### src/rtl/count_seq_pkg.sv
// count_seq_pkg: shared state encoding, direction codes and default widths for the counter sequencer
package count_seq_pkg;
  typedef enum logic [1:0] {IDLE, LOAD, COUNT, END} state_t;
  localparam logic DIR_UP = 1'b0;
  localparam logic DIR_DN = 1'b1;
  localparam int DEF_WIDTH = 4;
  localparam int DEF_LOOP_W = 4;
endpackage

### src/rtl/count_seq_ctrl.sv
// count_seq_ctrl: loads a preset into an external up/down counter and counts to a target, LOOPS+1 passes
module count_seq_ctrl
  import count_seq_pkg::*;
#(
  parameter int WIDTH  = DEF_WIDTH,
  parameter int LOOP_W = DEF_LOOP_W
) (
  input  logic              CP,
  input  logic              CLR,
  input  logic              START,
  input  logic              DIR,
  input  logic [WIDTH-1:0]  PRESET,
  input  logic [WIDTH-1:0]  TARGET,
  input  logic [LOOP_W-1:0] LOOPS,
  input  logic              HOLD,
  input  logic              ABORT,
  input  logic [WIDTH-1:0]  Q_IN,
  output logic [WIDTH-1:0]  D_OUT,
  output logic              NLD,
  output logic              NCT,
  output logic              NUD,
  output logic              BUSY,
  output logic              DONE,
  output logic [LOOP_W-1:0] PASS_CNT
);
  state_t state;
  logic dir_l;
  logic [WIDTH-1:0] preset_l, target_l, q_next;
  logic [LOOP_W-1:0] loops_l;
  // value the counter reaches at the next edge if it is stepping now
  assign q_next = (dir_l == DIR_DN) ? Q_IN - WIDTH'(1) : Q_IN + WIDTH'(1);
  always_ff @(posedge CP or posedge CLR)
    if (CLR) begin
      state    <= IDLE;
      NLD      <= 1'b1;
      NCT      <= 1'b1;
      NUD      <= DIR_UP;
      D_OUT    <= '0;
      BUSY     <= 1'b0;
      DONE     <= 1'b0;
      PASS_CNT <= '0;
      dir_l    <= DIR_UP;
      preset_l <= '0;
      target_l <= '0;
      loops_l  <= '0;
    end else begin
      DONE <= 1'b0;
      if (state != IDLE && ABORT) begin
        state <= IDLE;
        NLD   <= 1'b1;
        NCT   <= 1'b1;
        BUSY  <= 1'b0;
      end else
        case (state)
          IDLE:
            if (START) begin
              dir_l    <= DIR;
              preset_l <= PRESET;
              target_l <= TARGET;
              loops_l  <= LOOPS;
              PASS_CNT <= '0;
              D_OUT    <= PRESET;
              NUD      <= DIR;
              NLD      <= 1'b0;
              NCT      <= 1'b1;
              BUSY     <= 1'b1;
              state    <= LOAD;
            end
          LOAD: begin
            NLD   <= 1'b1;
            NCT   <= (preset_l == target_l) ? 1'b1 : HOLD;
            state <= (preset_l == target_l) ? END : COUNT;
          end
          COUNT:
            if (!NCT && q_next == target_l) begin
              NCT   <= 1'b1;
              state <= END;
            end else
              NCT <= HOLD;
          END:
            if (PASS_CNT == loops_l) begin
              state    <= IDLE;
              DONE     <= 1'b1;
              BUSY     <= 1'b0;
              PASS_CNT <= (&loops_l) ? loops_l : loops_l + LOOP_W'(1);
            end else begin
              PASS_CNT <= PASS_CNT + LOOP_W'(1);
              D_OUT    <= preset_l;
              NLD      <= 1'b0;
              state    <= LOAD;
            end
          default: state <= IDLE;
        endcase
    end
endmodule

### config.mk
export PLATFORM = sky130hd
export DESIGN_NAME = count_seq_ctrl
export DESIGN_NICKNAME = d
export VERILOG_FILES = /design/src/rtl/count_seq_pkg.sv /design/src/rtl/count_seq_ctrl.sv
export SDC_FILE = /design/constraint.sdc
export NUM_CORES = 1
export LEC_CHECK = 0
export CAP_MARGIN = 40
export CORE_ASPECT_RATIO = 1.4
export CORE_UTILIZATION = 45
export DETAILED_ROUTE_END_ITERATION = 10
export HOLD_SLACK_MARGIN = 0.12
export PLACE_DENSITY = 0.78
export SKIP_LAST_GASP = 1
export SYNTH_ARGS = -nofsm -noshare
export SYNTH_HDL_FRONTEND = slang
export SYNTH_SLANG_ARGS = --single-unit
### constraint.sdc
create_clock -name CP -period 2.53 [get_ports CP]
set_input_delay 0.759 -clock CP [delete_from_list [all_inputs] [get_ports CP]]
set_output_delay 0.759 -clock CP [all_outputs]
set_load 0.01 [all_outputs]
==> results of run 1 <==
cell type report:
type / count / area (um^2) / share of cell area (%)
clock buffer: 3 / 41.3 / 1.95
clock inverter: 1 / 7.51 / 0.355
inverter: 12 / 45.0 / 2.13
multi-input combinational: 113 / 916 / 43.3
sequential: 27 / 678 / 32.1
tap: 40 / 50.0 / 2.37
timing repair buffer: 39 / 375 / 17.8
worst min-delay path, stage by stage, from the launching register on:
cell     delay (ns)
dfstp_2        0.39
nor2_1         0.10
a41oi_1        0.05
cells in the final DEF, fill, tap and decap left out, types with 2 or more instances in the layout:
master,instances
and3_1,2
ha_1,8
dfstp_2,2
nand3_1,2
a21oi_1,7
nand2b_1,2
nor2b_1,3
xor2_1,11
a31oi_1,3
dfrtp_1,25
nand2_1,4
clkdlybuf4s50_1,32
dlygate4sd2_1,2
clkbuf_8,3
mux2i_1,2
xnor2_1,5
a22oi_1,8
nor2_1,7
mux2_2,15
inv_1,12
o21ai_0,10
buf_4,5
a21boi_0,2
a21o_1,4
registers in the layout, indices dropped and copies added (netlist names):
signal / flops
BUSY: 1
DONE: 1
D_OUT: 4
NCT: 1
NLD: 1
PASS_CNT: 4
dir_l: 1
loops_l: 4
preset_l: 4
state: 2
target_l: 4
repair_timing:
| item | 4_1_cts | 5_1_grt |
|---|---|---|
| gates resized for setup | 3 | 0 |
| setup endpoints to repair | 2 | 0 |
| buffers inserted | 0 | 0 |
layer usage:
metal / track usage (%) / wire length, um / vias up
li1: - / - / 636
met2: 39.8 / 2020 / 34
met4: 6.43 / 42 / 0
met5: 0 / 0 / -
met3: 3.11 / 122 / 6
met1: 19.6 / 1340 / 621
through the flow:
step	util [%]	power (W)	worst slack [ns]	std cells
finish	61.4	0.00245	0.159	235
global route	61.4	0.00263	0.0620	235
CTS	61.4	0.00246	0.183	235
detailed placement	59.9	0.00219	-0.380	231
global placement	59.9	0.00211	-0.274	231
floorplan	-	0.00176	0.266	154
how the worst max path moves through the flow:
stage | from | to | slack (ns) | cells past startpoint
3_5_place_dp | Q_IN[0] | state[1] | -0.38 | 7
2_1_floorplan | Q_IN[0] | state[0] | 0.27 | 6
6_report | Q_IN[1] | state[1] | 0.16 | 7
4_1_cts | Q_IN[1] | state[1] | 0.18 | 8
3_3_place_gp | Q_IN[0] | state[0] | -0.27 | 8
5_1_grt | Q_IN[2] | state[0] | 0.06 | 7
power by group through the flow:
stage          Clock (W)  Combinational, W  Sequential (W)
2_1_floorplan          0          0.000923        0.000839
3_3_place_gp           0           0.00126        0.000853
3_5_place_dp           0           0.00133        0.000863
4_1_cts         0.000252           0.00135        0.000856
5_1_grt         0.000268           0.00147        0.000889
6_report        0.000243           0.00135        0.000855
logic make-up (layout without fill, tap and decap cells):
group	count (synthesis)	after routing	share of synthesized area, %
AND/OR/NAND/NOR	30	30	11.1
adder cells (fa/ha/maj)	9	9	7.32
AO/OA/AOI/OAI	40	40	16.1
flip-flops	27	27	41.3
buffers and inverters	14	55	3.28
multiplexers	18	18	12.4
XOR/XNOR	16	16	8.54
==> flow_summary.yaml, run 1 <==
finish:
  diodes: 0
  fin_area_um2: 2110
  fin_nets: 227
  drive_gt1_share_pct: 16.9
  n_fill_cell: 314
  syn_to_final_growth_pct: 28.7
sta:
  holdWs_ns: 0.542
  period_share_pct: 93.7
  skew_ns: 0.00398
  fin_setup_tns_ns: 0
  relSlewSlack_pct: 74.3
  grt_setup_unrepaired: "false"
  clock.fmax_mhz: 422
  hold_viol_final: 0
  slew_viol_final: 0
  final-setup-viol-count: 0
  period_minus_slack_ns: 2.37
  tightest_slew_ns: 0.381
clock_tree:
  h-tree-depth: 1
  ctsRootBufferMaster: "clkbuf_8"
  clockBufferDepth: 2
  clk_latency_ns: 0.27
  cts_made_buffers: 3
  cts_tree: "built"
  cts_sinks: 27
  holdBufCountCts: 0
  clk_pin_slew_ns: 0.09
detailed_routing:
  route.vias.total: 1297
  drtIter0Drc: 43
  antenna_left: 0
  dr.pass1.iters: 4
  wl_per_cell_um: 15.0
  routed_wl_mm: 3.53
  vias_per_cell: 5.52
  drc: 0
hold_path:
  min-delay-start: "NCT"
  hold_end: "NCT"
  hold-path-cell-count: 2
  hold_path_class: "reg -> reg"
yosys:
  synth_area_um2: 1640
  synth.most_common_cell: "dfrtp_1"
  synth_common_cells: "25 x dfrtp_1, 15 x mux2_2, 12 x inv_1, 11 x xor2_1, 10 x o21ai_0"
  synth_top_cell_by_area: "dfrtp_1"
  yosys_warnings: 0
  synth_top_area_share_pct: 38.1
  async_flop_share_pct: 100
  syn_inst: 154
  synth_edf_count: 0
  ys_seq_area_share_pct: 41.3
  synth-seq-cells: 27
  yosys.cell_types.count: 39
  ys.flop_type: "dfrtp_1"
  syn_nets: 185
  syn_avg_cell_area_um2: 10.7
  yosys-top-cells-area: "dfrtp_1 38%, mux2_2 10%, ha_1 6.1%"
pwr:
  p_int_w: 0.00144
  power.static_leakage_nw: 0.931
  switchingPower_w: 0.00101
  share_comb_of_total_power_pct: 55.1
  power_frac_clock_pct: 9.9
  p_seq_share_pct: 35.0
  peakVddDrop_mv: 0.788
  power_switching_share_pct: 41.1
  powerDensity_nw_per_um2: 1160
global_route:
  grt_pass1_vias: 1396
  grt_max_degree: 28
  globalRouteOverflowTotal: 0
  antenna_found_initial: 0
  grt_pass1_wl_mm: 5.75
  grtUsageTotal_pct: 19.8
die:
  ios: 35
  start_util_pct: 47.7
  die_w_um: 53.0
  dieArea_um2: 3900
  fp.dieH_um: 73.5
  coreArea_um2: 3440
  row_count: 25
job:
  drv_cap: 0
critical_path:
  cp_max_fo: 2
  critPathCaptureType: "flip-flop"
  cp.required_ns: 2.69
  cp_num_buf_inv: 2
  startpoint_type: "input port"
  critical_path.top_delay_family: "adder cells"
  rr_startpoint: "dir_l"
  cp_slowest_cell: "fa_1"
  cp_data_arrival_time_ns: 2.53
  cp_slowest_stage_delay_ns: 0.44
  critical_path_class: "in -> reg"
  worstRegToRegCells: 6
  path_cells: "dlygate4sd2_1, inv_1, fa_1, xnor2_1, nor4_2, a31oi_1, mux2_2"
  r2r-end: "state[1]"
  r2r_setup_slack_ns: 0.36
placed_design:
  place_congestion: 0.796
  dp_hpwl_mm: 2.81
  port_buffers: 34
  place_area_um2: 2060
status:
  outcome: "finished, final reports clean"
Note: power is estimated with default switching activity, not from simulation.
==> run 2, diff against run 1 <==
--- a/config.mk
+++ b/config.mk
@@ -7,9 +7,9 @@
 export LEC_CHECK = 0
 export CAP_MARGIN = 40
 export CORE_ASPECT_RATIO = 1.4
+export CORE_MARGIN = 5
 export CORE_UTILIZATION = 45
 export DETAILED_ROUTE_END_ITERATION = 10
-export HOLD_SLACK_MARGIN = 0.12
 export PLACE_DENSITY = 0.78
 export SKIP_LAST_GASP = 1
 export SYNTH_ARGS = -nofsm -noshare
==> run 2 against run 1 <==
Sequential power up 0.6%. Die area is 28% higher. Clock-buffer cell count is the same. Worst hold slack got worse by 0.0032 ns. Fmax shrank 0.44%. Global-route usage is 3.8 points lower. Routed wire length rose by 2.0%. Critical path type unchanged. Critical endpoint unchanged. Largest cell class unchanged.
==> flow_summary.yaml, run 2 (same netlist as run 1, synthesis figures left out) <==
sta:
  layout_setup_ws_ns: 0.149
  period_share_pct: 94.1
  holdWs_ns: 0.539
  final-setup-viol-count: 0
  slew_viol_final: 0
  clock.fmax_mhz: 420
  hold_viol_final: 0
  period_minus_slack_ns: 2.38
  fin_setup_tns_ns: 0
  grt_setup_unrepaired: "false"
  tightest_slew_ns: 0.385
  skew_ns: 0.00853
  relSlewSlack_pct: 74.1
critical_path:
  cp.required_ns: 2.69
  cp_data_arrival_time_ns: 2.54
  cp_max_fo: 2
  critPathCaptureType: "flip-flop"
  cp_slowest_stage_delay_ns: 0.40
  cp-endpoint: "state[1]"
  startpoint_type: "input port"
  cp.depth: 7
  critical_path_class: "in -> reg"
  worstSetupStartpoint: "Q_IN[2]"
  r2r_setup_slack_ns: 0.44
  r2r-end: "state[1]"
  path_cells: "clkdlybuf4s50_1, ha_1, xor2_1, xnor2_1, nor4_2, a31oi_2, mux2_4"
  cp_slowest_cell: "clkdlybuf4s50_1"
  cp_num_buf_inv: 1
  critical_path.top_delay_family: "buffers and inverters"
  worstRegToRegCells: 6
  rr_startpoint: "dir_l"
finish:
  drive_gt1_share_pct: 20.4
  diodes: 0
  final_common_cell: "clkdlybuf4s50_1"
  fin_nets: 228
  utilization_pct: 60.1
  finalNonFillerCells: 238
  syn_to_final_growth_pct: 31.0
  n_fill_cell: 308
  mostFrequentLayoutCells: "32 x clkdlybuf4s50_1, 25 x dfrtp_1, 14 x mux2_2, 11 x xor2_1"
clock_tree:
  cts_tree: "built"
  h-tree-depth: 1
  cts_made_buffers: 3
  clockBufferDepth: 2
  holdBufCountCts: 0
  cts_sinks: 27
  ctsRootBufferMaster: "clkbuf_8"
  clk_latency_ns: 0.27
  clk_pin_slew_ns: 0.09
die:
  ios: 35
  row_count: 26
  dieArea_um2: 4970
  coreArea_um2: 3580
  fp.dieH_um: 81.5
  die_w_um: 61.0
  start_util_pct: 45.9
global_route:
  grtUsageTotal_pct: 16.1
  grt_pass1_vias: 1390
  grt_max_degree: 28
  antenna_found_initial: 0
  grt_pass1_wl_mm: 6.21
  globalRouteOverflowTotal: 0
pwr:
  peakVddDrop_mv: 0.656
  power.static_leakage_nw: 0.951
  switchingPower_w: 0.00102
  power_frac_clock_pct: 9.8
  power_switching_share_pct: 41.0
  share_comb_of_total_power_pct: 55.7
  p_int_w: 0.00147
  powerDensity_nw_per_um2: 1160
  p_seq_share_pct: 34.5
placed_design:
  dp_hpwl_mm: 2.88
  post-place-ws_ns: -0.369
  place_congestion: 0.838
  port_buffers: 34
  place_inst: 233
detailed_routing:
  drc: 0
  routed_wl_mm: 3.60
  route.vias.total: 1339
  vias_per_cell: 5.63
  drtIter0Drc: 46
  wl_per_cell_um: 15.1
  antenna_left: 0
  dr.pass1.iters: 4
job:
  drv_cap: 0
status:
  outcome: "finished, final reports clean"
hold_path:
  hold_path_class: "reg -> reg"
## run 2: how the worst min path moves through the flow
stage          from  endpoint  slack, ns  cells past startpoint
4_1_cts         NCT       NCT       0.54                      2
2_1_floorplan   NCT       NCT       0.52                      2
6_report        NCT       NCT       0.54                      2
3_5_place_dp    NCT       NCT       0.52                      2
5_1_grt         NCT       NCT       0.59                      2
3_3_place_gp    NCT       NCT       0.52                      2
## run 2: tightest hold or removal path: stages (launching register included)
cell and delay [ns]:
dfstp_2 0.39, nor2_1 0.10, a41oi_1 0.05
## run 2: final cells by class
class	instances	area [um^2]	share of cell area, %
Tap cell	42	52.6	2.44
Inverter	12	45.0	2.09
Clock buffer	3	41.3	1.92
Clock inverter	1	7.51	0.349
Multi-Input combinational cell	113	940	43.7
Sequential cell	27	678	31.5
Timing Repair Buffer	40	387	18.0
## run 2: timing repair
item | CTS | global route
setup endpoints to repair | 2 | 2
resized for setup | 4 | 6
cloned | 0 | 0
pin swaps | 2 | 5
setup buffers | 0 | 1
## run 2: stage by stage
step	area (um^2)	total power, W
floorplan	1640	0.00176
global placement	2060	0.00211
detailed placement	2060	0.00219
CTS	2120	0.00246
global route	2150	0.00270
finish	2150	0.00249
## run 2: power groups by stage
stage	logic, W	registers [W]	clock network (W)
2_1_floorplan	0.000923	0.000839	0
3_3_place_gp	0.00126	0.000854	0
3_5_place_dp	0.00132	0.000869	0
4_1_cts	0.00134	0.000861	0.000251
5_1_grt	0.00154	0.000893	0.000272
6_report	0.00139	0.000860	0.000245
## run 2: per-layer routing
layer	routed length [um]	GRT usage [%]	vias up	share of wire, %
met4	54	4.77	0	1.5
met1	1370	18.4	654	38
met2	1990	29.7	39	55
met3	195	2.52	8	5.4
met5	0	0	-	0
li1	-	-	638	-
